<file path="src/rtl/fifo_uart_tx_if.sv">
// FIFO read-side and serial-line signals of the UART transmitter, bundled.
// slave: the transmitter (consumes FIFO status/data, drives pop and line).
// master: the FIFO/host side (drives FIFO status/data, observes pop and line).
interface fifo_uart_tx_if;
  logic        i_tx_en;
  logic        i_buf_empty;
  logic [7:0]  i_buf_out;
  logic        o_rd_en;
  logic        o_tx;
  logic        o_busy;
  logic [15:0] o_frame_cnt;

  modport slave (
    input  i_tx_en, i_buf_empty, i_buf_out,
    output o_rd_en, o_tx, o_busy, o_frame_cnt
  );

  modport master (
    output i_tx_en, i_buf_empty, i_buf_out,
    input  o_rd_en, o_tx, o_busy, o_frame_cnt
  );
endinterface

</file>
<file path="src/rtl/fifo_uart_tx.sv">
// Drains a byte FIFO and sends each byte as an 8N1 serial frame on o_tx.
// Latency: pop 1 cycle after the IDLE sample, start bit 3 cycles after it.
// Backpressure: one byte in flight; no pop until the current frame ends.
module fifo_uart_tx #(
  parameter int CLKS_PER_BIT = 16
) (
  input  logic              i_clk,
  input  logic              i_rst,
  fifo_uart_tx_if.slave     bus
);

  localparam int CW = (CLKS_PER_BIT > 1) ? $clog2(CLKS_PER_BIT) : 1;
  localparam logic [CW-1:0] BAUD_LAST = CW'(CLKS_PER_BIT - 1);

  typedef enum logic [2:0] {
    S_IDLE,
    S_FETCH,
    S_LOAD,
    S_START,
    S_DATA,
    S_STOP
  } state_t;

  state_t          r_state;
  state_t          w_state_nxt;
  logic [CW-1:0]   r_baud_cnt;
  logic [CW-1:0]   w_baud_nxt;
  logic [2:0]      r_bit_idx;
  logic [2:0]      w_bit_idx_nxt;
  logic [7:0]      r_shift;
  logic [7:0]      w_shift_nxt;
  logic [15:0]     r_frame_cnt;
  logic            r_tx;
  logic            r_rd_en;
  logic            w_tx_nxt;
  logic            w_rd_en_nxt;
  logic            w_baud_last;

  assign w_baud_last = (r_baud_cnt == BAUD_LAST);

  // State register.
  always_ff @(posedge i_clk) begin
    if (i_rst) begin
      r_state <= S_IDLE;
    end else begin
      r_state <= w_state_nxt;
    end
  end

  // Next-state logic; tx_en/buf_empty only matter while idle.
  always_comb begin
    w_state_nxt = r_state;
    case (r_state)
      S_IDLE:  if (bus.i_tx_en && !bus.i_buf_empty) w_state_nxt = S_FETCH;
      S_FETCH: w_state_nxt = S_LOAD;
      S_LOAD:  w_state_nxt = S_START;
      S_START: if (w_baud_last) w_state_nxt = S_DATA;
      S_DATA:  if (w_baud_last && (r_bit_idx == 3'd7)) w_state_nxt = S_STOP;
      S_STOP:  if (w_baud_last) w_state_nxt = S_IDLE;
      default: w_state_nxt = S_IDLE;
    endcase
  end

  // Datapath next values: baud counter, bit index and shift register.
  always_comb begin
    w_baud_nxt    = '0;
    w_bit_idx_nxt = '0;
    w_shift_nxt   = r_shift;

    // Baud counter restarts on every state change, including bit-to-stop.
    if ((w_state_nxt == r_state) &&
        ((r_state == S_START) || (r_state == S_DATA) || (r_state == S_STOP))) begin
      w_baud_nxt = w_baud_last ? '0 : r_baud_cnt + 1'b1;
    end

    if (r_state == S_DATA) begin
      w_bit_idx_nxt = w_baud_last ? r_bit_idx + 3'd1 : r_bit_idx;
    end

    // buf_out is valid during LOAD (FIFO registered it on the FETCH edge).
    if (r_state == S_LOAD) begin
      w_shift_nxt = bus.i_buf_out;
    end else if ((r_state == S_DATA) && w_baud_last) begin
      w_shift_nxt = {1'b0, r_shift[7:1]};
    end
  end

  // Output decode from the upcoming state so tx/rd_en can be registered.
  always_comb begin
    w_rd_en_nxt = (w_state_nxt == S_FETCH);
    case (w_state_nxt)
      S_START: w_tx_nxt = 1'b0;
      S_DATA:  w_tx_nxt = w_shift_nxt[0];
      default: w_tx_nxt = 1'b1;
    endcase
  end

  // Datapath and completed-frame counter registers.
  always_ff @(posedge i_clk) begin
    if (i_rst) begin
      r_baud_cnt  <= '0;
      r_bit_idx   <= '0;
      r_shift     <= '0;
      r_frame_cnt <= '0;
    end else begin
      r_baud_cnt <= w_baud_nxt;
      r_bit_idx  <= w_bit_idx_nxt;
      r_shift    <= w_shift_nxt;
      if ((r_state == S_STOP) && w_baud_last) begin
        r_frame_cnt <= r_frame_cnt + 16'd1;
      end
    end
  end

  // Registered line and pop outputs; no combinational path from inputs.
  always_ff @(posedge i_clk) begin
    if (i_rst) begin
      r_tx    <= 1'b1;
      r_rd_en <= 1'b0;
    end else begin
      r_tx    <= w_tx_nxt;
      r_rd_en <= w_rd_en_nxt;
    end
  end

  assign bus.o_tx        = r_tx;
  assign bus.o_rd_en     = r_rd_en;
  assign bus.o_busy      = (r_state != S_IDLE);
  assign bus.o_frame_cnt = r_frame_cnt;

endmodule

</file>
<file path="src/flat_wrapper.sv">
// flat-port wrapper written by rule: the top's interface ports become plain ports
module fifo_uart_tx_flat 
#(
  parameter int CLKS_PER_BIT = 16
)
  (i_clk, i_rst, bus_i_tx_en, bus_i_buf_empty, bus_i_buf_out, bus_o_rd_en, bus_o_tx, bus_o_busy, bus_o_frame_cnt);
  fifo_uart_tx_if bus_i ();
  input  logic i_clk;
  input  logic i_rst;
  input wire logic [$bits(bus_i.i_tx_en)-1:0] bus_i_tx_en;
  input wire logic [$bits(bus_i.i_buf_empty)-1:0] bus_i_buf_empty;
  input wire logic [$bits(bus_i.i_buf_out)-1:0] bus_i_buf_out;
  output wire logic [$bits(bus_i.o_rd_en)-1:0] bus_o_rd_en;
  output wire logic [$bits(bus_i.o_tx)-1:0] bus_o_tx;
  output wire logic [$bits(bus_i.o_busy)-1:0] bus_o_busy;
  output wire logic [$bits(bus_i.o_frame_cnt)-1:0] bus_o_frame_cnt;
  assign bus_i.i_tx_en = bus_i_tx_en;
  assign bus_i.i_buf_empty = bus_i_buf_empty;
  assign bus_i.i_buf_out = bus_i_buf_out;
  assign bus_o_rd_en = bus_i.o_rd_en;
  assign bus_o_tx = bus_i.o_tx;
  assign bus_o_busy = bus_i.o_busy;
  assign bus_o_frame_cnt = bus_i.o_frame_cnt;
  fifo_uart_tx #(.CLKS_PER_BIT(CLKS_PER_BIT)) u_core (.i_clk(i_clk), .i_rst(i_rst), .bus(bus_i));
endmodule
</file>
<file path="config.mk">
export PLATFORM = sky130hd
export DESIGN_NAME = fifo_uart_tx_flat
export DESIGN_NICKNAME = d
export VERILOG_FILES = /design/src/rtl/fifo_uart_tx_if.sv /design/src/rtl/fifo_uart_tx.sv /design/src/flat_wrapper.sv
export SDC_FILE = /design/constraint.sdc
export NUM_CORES = 1
export LEC_CHECK = 0
export ABC_AREA = 0
export CELL_PAD_IN_SITES_DETAIL_PLACEMENT = 0
export CELL_PAD_IN_SITES_GLOBAL_PLACEMENT = 1
export CORE_MARGIN = 1.5
export CORE_UTILIZATION = 35
export DETAILED_ROUTE_END_ITERATION = 12
export GPL_TIMING_DRIVEN = 1
export MAX_ROUTING_LAYER = met4
export PLACE_DENSITY_LB_ADDON = 0.1
export SETUP_SLACK_MARGIN = 0.1
export SYNTH_ARGS = -nofsm -noshare
export SYNTH_HDL_FRONTEND = slang
export SYNTH_SLANG_ARGS = --single-unit
</file>
<file path="constraint.sdc">
create_clock -name i_clk -period 1.8 [get_ports i_clk]
set_input_delay 0.27 -clock i_clk [delete_from_list [all_inputs] [get_ports i_clk]]
set_output_delay 0.27 -clock i_clk [all_outputs]
set_load 0.02 [all_outputs]
</file>
==> impl_metrics.py <==
metrics = {
    "outcome": {
        "status": "completed",
    },
    "logic_synthesis": {
        "ys_ff_latch": 36,
        "synth_async_sr_flop_share": 0,
        "seq_area_frac_synth": 0.429,
        "syn_inst": 189,
        "yosysWarningCount": 0,
        "synth_ff_type": "dfxtp_1",
        "synth_nets": 205,
        "synth_edf_count": 0,
        "yosysUniqueCellTypes": 40,
        "synth_area_per_cell_sq_um": 8.88,
        "syn_area_sq_mm": 0.00168,
    },
    "setup_path": {
        "required_ns": 2.00,
        "arrival_ns": 1.90,
        "slowest_delay_ns": 0.47,
        "critPathSlowestCell": "or4b_4",
        "cp_cell_sequence": "ha_4 > nand3_4 > buf_6 > or4b_4 > and3_4 > a31oi_1",
        "path_class": "register to register",
        "crit_path_end_kind": "register",
        "start_kind": "register",
        "cp_max_fo": 5,
    },
    "floorplanning": {
        "coreArea_sq_mm": 0.00466,
        "die_h_um": 72.3,
        "rows": 25,
        "fp.dieW_um": 72.3,
        "initial_core_util": 0.360,
        "dieArea_sq_mm": 0.00522,
        "ios": 31,
    },
    "sta": {
        "finalHoldViolCount": 0,
        "fin_tns_setup_ns": 0,
        "fin_skew_ns": 0.00800,
        "min_period_ns": 1.70,
        "drv_slew": 0,
        "max_freq_ghz": 0.589,
        "worst_slew_pin_slew_ns": 0.327,
        "relSlewSlack": 0.780,
        "fin_crit_sh": 0.943,
        "setup_viol": 0,
        "rsz0062_at_grt": "yes",
    },
    "route": {
        "drt-vias-per-instance": 5.27,
        "wl_per_cell_um": 14.5,
        "vias": 1502,
        "drt_iter0_drc": 48,
        "drc": 0,
        "wl_um": 4140,
        "drtAntennaViolNets": 0,
        "dr.pass1.iters": 4,
    },
    "placement": {
        "io_buffers": 30,
        "globalplace.congestion": 0.841,
        "dp_hpwl_um": 2910,
    },
    "clock_network": {
        "clk_pin_slew_ns": 0.07,
        "cts_tree": "yes",
        "numCtsBuffers": 5,
        "hold_buffers": 0,
        "cts_sinks": 36,
        "insertion_delay_ns": 0.29,
        "root_buffer": "clkbuf_8",
        "clock_path_buffers": 2,
        "htreeDepth": 2,
    },
    "power_and_ir_drop": {
        "p_clk_frac": 0.355,
        "leakage_uw": 0.000869,
        "p_sw_uw": 358,
        "power.internal_uw": 1150,
        "seq_power_share": 0.550,
        "swShare": 0.237,
        "comb_power_share": 0.095,
        "power.density_mw_per_mm2": 649,
        "irDropWorstVdd_v": 0.000266,
    },
    "worst_hold_path": {
        "min_path_type": "register to register",
    },
    "global_routing": {
        "antenna_found_initial": 0,
        "grt_max_degree": 18,
        "grt_pass1_wl_um": 6610,
        "grt_overflow_total": 0,
        "track_usage": 0.169,
        "grt_pass1_vias": 1466,
    },
    "cells_and_area": {
        "synthToLayoutAreaGrowth_pct": 38.8,
        "final_nets": 247,
        "layout_common_cells": "clkdlybuf4s50_1 (29), dfxtp_1 (26), nor2_1 (23)",
        "mostFrequentLayoutCell": "clkdlybuf4s50_1",
        "diodes": 0,
        "utilization": 0.500,
        "drive_gt1_frac": 0.251,
    },
    "flow_run": {
        "maxCapViolations": 0,
    },
}
-- cells in the mapped netlist, drive strengths merged, types with 2 or more instances --
| library cell | count | area share |
|---|---|---|
| nand2 | 10 | 0.022 |
| mux2i | 8 | 0.048 |
| inv | 6 | 0.013 |
| nand4 | 5 | 0.019 |
| xnor2 | 6 | 0.031 |
| nor2 | 24 | 0.054 |
| or4 | 7 | 0.031 |
| or3 | 5 | 0.019 |
| and4 | 2 | 0.010 |
| clkbuf | 8 | 0.019 |
| dfxtp | 36 | 0.43 |
| nor2b | 2 | 0.0075 |
| xor2 | 3 | 0.016 |
| a21oi | 12 | 0.036 |
| a211oi | 6 | 0.027 |
| nand3 | 9 | 0.030 |
| o31ai | 7 | 0.031 |
| nor4 | 5 | 0.019 |
| buf | 5 | 0.018 |
| and3 | 3 | 0.011 |
| ha | 4 | 0.030 |
| nand2b | 2 | 0.0075 |
-- layer usage --
metal  track usage  routed length, um  share of wire  vias up
met5             -                  0              0        -
met3        0.0458                114          0.028        4
li1              -                  -              -      767
met4        0.0671                 42          0.010        0
met2         0.278               2060           0.50       23
met1         0.195               1920           0.46      708
-- logic make-up (layout without fill, tap and decap cells) --
logic type,count (synthesis),count (layout),share of synthesized area
AOI/OAI and AO/OA,32,32,0.125
xor gates and xnor gates,9,9,0.0469
adders and majority gates,4,4,0.0298
buffers and inverters,19,61,0.0499
DFF,36,36,0.429
muxes,9,9,0.0544
and+or+nand+nor,80,80,0.265
-- layout make-up --
type / count / area, sq um
sequential: 36 / 733
timing repair buffer: 48 / 434
multi-input combinational: 134 / 996
fill: 441 / 2330
clock inverter: 1 / 5.00
clock buffer: 6 / 72.6
tap: 54 / 67.6
inverter: 6 / 22.5
-- state kept, by name, indices dropped and copies added (netlist names) --
register / flops
u_core.bus.o_tx: 1
u_core.r_bit_idx: 3
u_core.r_state: 3
u_core.bus.o_frame_cnt: 16
u_core.bus.o_rd_en: 1
u_core.r_baud_cnt: 4
u_core.r_shift: 8
-- per-stage QoR --
step | power, uW | hold WS [ns] | setup WS [ns] | instances | instance area [sq um]
4_1_cts | 1530 | 0.467 | 0.0615 | 285 | 2260
6_report | 1510 | 0.465 | 0.103 | 285 | 2330
3_5_place_dp | 978 | 0.411 | 0.00665 | 276 | 2120
2_1_floorplan | 919 | 0.395 | 0.106 | 189 | 1700
3_3_place_gp | 975 | 0.401 | 0.0593 | 276 | 2120
5_1_grt | 1580 | 0.503 | 0.0342 | 285 | 2330
-- power groups by stage --
stage               logic [uW]  clock network [uW]  registers [uW]
floorplan                 72.3                   0             847
detailed placement         129                   0             849
finish                     144                 537             831
CTS                        137                 565             830
global route               157                 589             832
global placement           127                   0             848
-- path summary, 6_finish.rpt --
| path | start | to | slack, ns | cells after the start |
|---|---|---|---|---|
| worst min-delay path | u_core.r_bit_idx[2] | u_core.r_bit_idx[2] | 0.47 | 2 |
| worst max-delay path | u_core.r_baud_cnt[1] | u_core.bus.o_tx | 0.10 | 6 |
| worst min register to register | u_core.r_bit_idx[2] | u_core.r_bit_idx[2] | 0.47 | 2 |
| worst max register to register | u_core.r_baud_cnt[1] | u_core.bus.o_tx | 0.10 | 6 |
-- what timing repair did --
item / in CTS / in global routing
pin swaps: 2 / 5
endpoints found under the setup margin: 14 / 16
gates resized for setup: 10 / 21
setup buffers: 2 / 0
endpoints found under the hold margin: 0 / 0
-- worst max-delay path: cells and delay by family (launching register included) --
| family | cells | cell delay, ns |
|---|---|---|
| AOI/OAI and AO/OA | 1 | 0.21 |
| adders and majority gates | 1 | 0.15 |
| buffers and inverters | 1 | 0.14 |
| DFF | 1 | 0.35 |
| and+or+nand+nor | 3 | 0.75 |
Power figures use the tool's default switching activity.
